===== config.mk =====
export PLATFORM = sky130hd
export DESIGN_NAME = stream_prbs_source
export DESIGN_NICKNAME = d
export VERILOG_FILES = /design/src/rtl/stream_prbs_source.sv
export SDC_FILE = /design/constraint.sdc
export NUM_CORES = 1
export LEC_CHECK = 0
export BUFFER_PORTS_ARGS = -buffer_cell sky130_fd_sc_hd__buf_2
export CELL_PAD_IN_SITES_DETAIL_PLACEMENT = 0
export CELL_PAD_IN_SITES_GLOBAL_PLACEMENT = 1
export CORE_ASPECT_RATIO = 1.5
export CORE_MARGIN = 2
export CORE_UTILIZATION = 44
export CTS_BUF_LIST = sky130_fd_sc_hd__clkbuf_8
export DETAILED_ROUTE_END_ITERATION = 6
export PLACE_DENSITY_LB_ADDON = 0.1
export SYNTH_ARGS = -nofsm -noshare
export SYNTH_HDL_FRONTEND = slang
export SYNTH_SLANG_ARGS = --single-unit

===== constraint.sdc =====
create_clock -name clk -period 4.24 [get_ports clk]
set_input_delay 0.848 -clock clk [delete_from_list [all_inputs] [get_ports clk]]
set_output_delay 0.848 -clock clk [all_outputs]
set_load 0.02 [all_outputs]

===== src/rtl/stream_prbs_source.sv =====
// AXI-Stream PRBS-31 (x^31+x^28+1) pattern source, one independent 32-bit lane per 32 bits of TDATA.
// Supports free-run and fixed-length bursts and single-word error injection on lane 0 bit 0.
module stream_prbs_source #(
    parameter int          TDATA_WIDTH = 32,
    parameter logic [30:0] SEED        = 31'h7FFF_FFFF
) (
    input  logic                   clk,
    input  logic                   areset,
    input  logic                   start,
    input  logic                   stop,
    input  logic                   mode,
    input  logic [31:0]            burst_len,
    input  logic                   inject_err,
    output logic [TDATA_WIDTH-1:0] M_AXIS_TDATA,
    output logic                   M_AXIS_TVALID,
    input  logic                   M_AXIS_TREADY,
    output logic                   busy,
    output logic                   done,
    output logic [31:0]            words_sent
);

    localparam int NLINKS = TDATA_WIDTH / 32;
    localparam logic [TDATA_WIDTH-1:0] INJ_MASK = {{(TDATA_WIDTH-1){1'b0}}, 1'b1};

    typedef enum logic [1:0] {
        ST_IDLE = 2'd0,
        ST_RUN  = 2'd1,
        ST_DONE = 2'd2
    } state_t;

    // Seed for one lane: base seed (zero replaced by all-ones) rotated left by the lane index.
    function automatic logic [30:0] lane_seed(input int lane);
        logic [30:0] rot;
        rot = (SEED == 31'h0) ? 31'h7FFF_FFFF : SEED;
        for (int k = 0; k < lane; k++) begin
            rot = {rot[29:0], rot[30]};
        end
        return rot;
    endfunction

    // Advance one lane by 32 steps; returns {next_state, word} with bit 0 generated first.
    function automatic logic [62:0] lfsr_step32(input logic [30:0] s);
        logic [30:0] st;
        logic [31:0] w;
        logic        b;
        st = s;
        w  = 32'h0;
        for (int j = 0; j < 32; j++) begin
            b    = st[30] ^ st[27];
            w[j] = b;
            st   = {st[29:0], b};
        end
        return {st, w};
    endfunction

    state_t                    state_r;
    state_t                    state_next_s;
    logic [TDATA_WIDTH-1:0]    tdata_r;
    logic                      tvalid_r;
    logic                      busy_r;
    logic                      done_r;
    logic [31:0]               words_sent_r;
    logic [31*NLINKS-1:0]      lane_state_r;
    logic                      mode_r;
    logic [31:0]               burst_len_r;
    logic                      stop_req_r;
    logic                      inj_flag_r;
    logic                      inj_on_tdata_r;

    logic [31*NLINKS-1:0]      next_state_s;
    logic [31*NLINKS-1:0]      seed_state_s;
    logic [TDATA_WIDTH-1:0]    next_word_s;
    logic [TDATA_WIDTH-1:0]    seed_word_s;
    logic [TDATA_WIDTH-1:0]    loaded_word_s;
    logic                      handshake_s;
    logic                      load_seed_s;
    logic                      load_word_s;
    logic                      consumed_s;
    logic                      inj_flag_next_s;

    genvar g;
    generate
        for (g = 0; g < NLINKS; g++) begin : g_lane
            localparam logic [30:0] LANE_SEED = lane_seed(g);
            logic [62:0] adv_s;
            logic [62:0] seed_adv_s;
            assign adv_s      = lfsr_step32(lane_state_r[31*g +: 31]);
            assign seed_adv_s = lfsr_step32(LANE_SEED);
            assign next_state_s[31*g +: 31] = adv_s[62:32];
            assign next_word_s[32*g +: 32]  = adv_s[31:0];
            assign seed_state_s[31*g +: 31] = seed_adv_s[62:32];
            assign seed_word_s[32*g +: 32]  = seed_adv_s[31:0];
        end
    endgenerate

    // FSM next-state decode.
    always_comb begin
        state_next_s = state_r;
        load_seed_s  = 1'b0;
        handshake_s  = tvalid_r & M_AXIS_TREADY & (state_r == ST_RUN);
        case (state_r)
            ST_IDLE: begin
                if (start) begin
                    load_seed_s = 1'b1;
                    if (mode && (burst_len == 32'd0)) begin
                        state_next_s = ST_DONE;
                    end else begin
                        state_next_s = ST_RUN;
                    end
                end else begin
                    state_next_s = ST_IDLE;
                end
            end
            ST_RUN: begin
                if (handshake_s) begin
                    if (mode_r) begin
                        if ((words_sent_r + 32'd1) == burst_len_r) begin
                            state_next_s = ST_DONE;
                        end else begin
                            state_next_s = ST_RUN;
                        end
                    end else if (stop_req_r || stop) begin
                        state_next_s = ST_IDLE;
                    end else begin
                        state_next_s = ST_RUN;
                    end
                end else begin
                    state_next_s = ST_RUN;
                end
            end
            ST_DONE: state_next_s = ST_IDLE;
            default: state_next_s = ST_IDLE;
        endcase
    end

    // Word selection and injection bookkeeping; a pending inject rides on the next loaded word.
    always_comb begin
        load_word_s = load_seed_s | handshake_s;
        consumed_s  = handshake_s & inj_on_tdata_r;
        if (inj_flag_r) begin
            inj_flag_next_s = ~consumed_s;
        end else begin
            inj_flag_next_s = inject_err;
        end
        if (load_seed_s) begin
            loaded_word_s = seed_word_s;
        end else begin
            loaded_word_s = next_word_s;
        end
    end

    // State, datapath and registered outputs.
    always_ff @(posedge clk) begin
        if (areset) begin
            state_r        <= ST_IDLE;
            tvalid_r       <= 1'b0;
            busy_r         <= 1'b0;
            done_r         <= 1'b0;
            words_sent_r   <= 32'd0;
            lane_state_r   <= seed_state_s;
            tdata_r        <= seed_word_s;
            mode_r         <= 1'b0;
            burst_len_r    <= 32'd0;
            stop_req_r     <= 1'b0;
            inj_flag_r     <= 1'b0;
            inj_on_tdata_r <= 1'b0;
        end else begin
            state_r    <= state_next_s;
            tvalid_r   <= (state_next_s == ST_RUN);
            busy_r     <= (state_next_s == ST_RUN);
            done_r     <= (state_next_s == ST_DONE);
            inj_flag_r <= inj_flag_next_s;
            if (load_word_s) begin
                tdata_r        <= inj_flag_next_s ? (loaded_word_s ^ INJ_MASK) : loaded_word_s;
                inj_on_tdata_r <= inj_flag_next_s;
            end else begin
                tdata_r        <= tdata_r;
                inj_on_tdata_r <= inj_on_tdata_r;
            end
            if (load_seed_s) begin
                lane_state_r <= seed_state_s;
                words_sent_r <= 32'd0;
                mode_r       <= mode;
                burst_len_r  <= burst_len;
                stop_req_r   <= 1'b0;
            end else if (handshake_s) begin
                lane_state_r <= next_state_s;
                words_sent_r <= words_sent_r + 32'd1;
                stop_req_r   <= (state_next_s == ST_RUN) && !mode_r && (stop_req_r || stop);
            end else begin
                stop_req_r   <= (state_r == ST_RUN) && !mode_r && (stop_req_r || stop);
            end
        end
    end

    assign M_AXIS_TDATA  = tdata_r;
    assign M_AXIS_TVALID = tvalid_r;
    assign busy          = busy_r;
    assign done          = done_r;
    assign words_sent    = words_sent_r;

endmodule


==> run_results.csv <==
group,metric,value,unit
power,p_seq_share,48.9,%
yosys,synth_seq_cells,135,
yosys,synthesis.yosys.warnings,0,
yosys,syn-instance-count,732,
global_route,gr-total-overflow,0,
clock_tree,clk-insertion-delay-late,0.44,ns
sta,clock_skew,0.0132,ns
hold_path,hold_path_startpoint,"M_AXIS_TDATA[28]$_SDFFE_PP1P_",
critical_path,r2r-start,"words_sent[7]$_SDFFE_PP0P_",
clock_tree,cts_sinks,135,
critical_path,required,4.57,ns
critical_path,slowest_stage,"or4_1",
critical_path,worstSetupStartpointType,"flip-flop",
placed_design,gp_congestion,0.891,
detailed_routing,num_vias,5470,
power,p_per_area,372,mW/mm²
sta,final_hold_viol_count,0,
yosys,synth_top_family_by_area,"simple AND/OR/NAND/NOR gates",
floorplan,dieWidth,101,µm
yosys,synth-main-ff-cell,"dfxtp_1",
global_route,grt_use_total,22.9,%
yosys,seq_area_frac_synth,43.2,%
yosys,synthAdderAreaFrac,0.200,%
detailed_routing,detail-route-antenna-nets,0,
detailed_routing,drt_wl_total,16900,µm
sta,setup_viol,0,
yosys,yosys-top-cells-area,"dfxtp_1 (43%), xnor2_1 (10%), o21a_1 (6.8%)",
clock_tree,cts_made_buffers,17,
critical_path,worstPathArrival,3.67,ns
floorplan,rows,53,
power,ir_drop,236,µV
status,outcome,"finished, final reports clean",
power,p_int,1990,µW
critical_path,crit_chain,"nand2_1 -> or4_1 -> or4_4 -> a221oi_2 -> nand2_1 -> or4_4 -> o31a_1",
clock_tree,cts-root-buf,"clkbuf_8",
detailed_routing,first_pass_iters,5,
critical_path,crit_path_max_fanout,10,
critical_path,critPathMaxStageDelay,0.69,ns
sta,finalSetupTns,0,ns
yosys,netlist.top_cell.by_area,"dfxtp_1",
clock_tree,clk_path_buf_depth,2,
finish,nets,853,
clock_tree,htree_levels,4,
detailed_routing,drc,0,
yosys,synthArstFlopShare,0,%
sta,min_period_over_period,78.8,%
sta,whs,0.450,ns
yosys,synthSimpleGateAreaFrac,20.8,%
yosys,synth_mux_area_share,0.160,%
clock_tree,cts_tree,"yes",
floorplan,die_h,150,µm
yosys,synthXorXnorAreaFrac,14.8,%
detailed_routing,viasPerCell,5.37,
yosys,syn_area,0.00626,mm²
power,swShare,26.9,%
sta,relSlewSlack,40.8,%
yosys,synth_compound_area_share,17.4,%
power,pwr-share-clk,42.5,%
finish,n_fill_cell,1358,
sta,fmax,0.299,GHz
power,pwr-share-comb,8.6,%
clock_tree,post-cts-setup-buffers,0,
power,netSwitchingPower,731,µW
yosys,synth_most_common_cell,"dfxtp_1",
floorplan,ios,106,
clock_tree,cts-hold-fix-buffers,0,
global_route,grt_pass1_wl,26800,µm
yosys,synth_enable_flop_cells,0,
sta,fin_crit,3.34,ns
critical_path,crit_type,"flip-flop to flip-flop",
finish,syn2layout_area_growth,16.9,%
detailed_routing,initialDrtViolationCount,292,
yosys,synth_cell_types,53,
yosys,yosys-top-cells-count,"dfxtp_1 (135), nand2_1 (102), a21oi_1 (73)",
global_route,grt_pass1_vias,5291,
sta,rsz0062_at_grt,"false",
yosys,synth_nets,772,
placed_design,placement.io_buffers,105,
clock_tree,cts-resized-gates,0,
yosys,syn-mean-instance-area,8.55,µm²
finish,final_layout_size_suffix_gt1_share,18.9,%
clock_tree,clkTransAtPathRegs,0.09,ns
critical_path,startpoint,"words_sent[7]$_SDFFE_PP0P_",
floorplan,die_area,0.0152,mm²
yosys,synth_top_area_share,43.2,%
placed_design,hpwl,12600,µm
hold_path,min-delay-path-class,"flip-flop to flip-flop",
sta,tightest_slew,0.888,ns
finish,diodes,0,
global_route,grt_max_degree,58,
run,max_cap_violations,0,
critical_path,critPathCaptureType,"flip-flop",
detailed_routing,post_drt_wl_per_cell,16.6,µm
sta,drv_slew,0,
floorplan,coreArea,0.0140,mm²
power,p_leak,0.00285,µW
floorplan,initial_core_util,44.8,%
global_route,antenna_found_initial,0,
-- cells in the final DEF, fill, tap and decap left out, types with 8 or more instances in the layout --
cell | synthesis | final
dfxtp_1 | 135 | 135
buf_2 | 9 | 105
nand2_1 | 102 | 102
a21oi_1 | 73 | 73
xnor2_1 | 72 | 72
o21a_1 | 57 | 57
nor2_1 | 53 | 52
xor2_1 | 34 | 34
nand4_1 | 25 | 25
nand3_1 | 22 | 22
nor4_1 | 17 | 17
clkbuf_8 | 0 | 17
o21ai_0 | 11 | 11
nand2b_1 | 10 | 9
buf_4 | 1 | 9
nor3_1 | 8 | 8
-- cell families (layout without fill, tap and decap cells) --
group / after synthesis / count (layout)
AOI/OAI and AO/OA: 170 / 170
xor gates and xnor gates: 106 / 106
adders and majority gates: 1 / 1
buffers and inverters: 53 / 147
DFF: 135 / 135
muxes: 1 / 1
and+or+nand+nor: 266 / 266
-- power by group through the flow --
stage / Clock (µW) / Sequential (µW) / Combinational (µW)
2_1_floorplan: 0 / 1360 / 155
3_3_place_gp: 0 / 1360 / 233
3_5_place_dp: 0 / 1360 / 235
4_1_cts: 1190 / 1330 / 237
5_1_grt: 1250 / 1330 / 260
6_report: 1160 / 1330 / 235
-- worst max-delay path: cells and delay by family, from the launching register on --
family,cells,cell delay [ns]
simple gates,5,2.08
compound gates,2,0.61
flops,1,0.54
-- final cells by class --
| type | count | area [µm²] | area share (%) |
|---|---|---|---|
| sequential | 135 | 2700 | 36.9 |
| tap | 192 | 240 | 3.28 |
| timing repair buffer | 114 | 593 | 8.10 |
| multi-input combinational | 544 | 3350 | 45.8 |
| inverter | 1 | 3.75 | 0.0513 |
| clock inverter | 15 | 191 | 2.62 |
| clock buffer | 17 | 234 | 3.20 |
-- metrics by stage --
| step | instance area [µm²] | worst slack [ns] | utilization [%] | std cells | total power, µW |
|---|---|---|---|---|---|
| floorplan | 6260 | 1.04 | - | 732 | 1510 |
| global placement | 6890 | 0.987 | 49.3 | 986 | 1590 |
| detailed placement | 6890 | 0.950 | 49.3 | 986 | 1600 |
| CTS | 7320 | 0.912 | 52.3 | 1018 | 2760 |
| global route | 7320 | 0.760 | 52.3 | 1018 | 2840 |
| finish | 7320 | 0.899 | 52.3 | 1018 | 2720 |
-- worst paths after layout --
check,endpoint,slack (ns),depth (start not counted)
min,M_AXIS_TDATA[28]$_SDFFE_PP1P_,0.45,2
max reg2reg,busy$_SDFF_PP0_,0.90,7
max,busy$_SDFF_PP0_,0.90,7
min reg2reg,M_AXIS_TDATA[28]$_SDFFE_PP1P_,0.45,2
-- metal layers --
| layer | GRT usage, % | wire (µm) | vias up |
|---|---|---|---|
| li1 | - | - | 2715 |
| met1 | 25.5 | 6800 | 2607 |
| met2 | 41.7 | 9020 | 115 |
| met3 | 4.18 | 562 | 33 |
| met4 | 10.3 | 527 | 0 |
| met5 | 0 | 0 | - |
-- state kept, by name, summed over array words and instances (netlist names) --
signal,count
M_AXIS_TDATA,32
burst_len_r,32
words_sent,32
lane_state_r,31
state_r,2
busy,1
done,1
inj_flag_r,1
inj_on_tdata_r,1
mode_r,1
stop_req_r,1
Note: power is estimated with default switching activity, not from simulation.
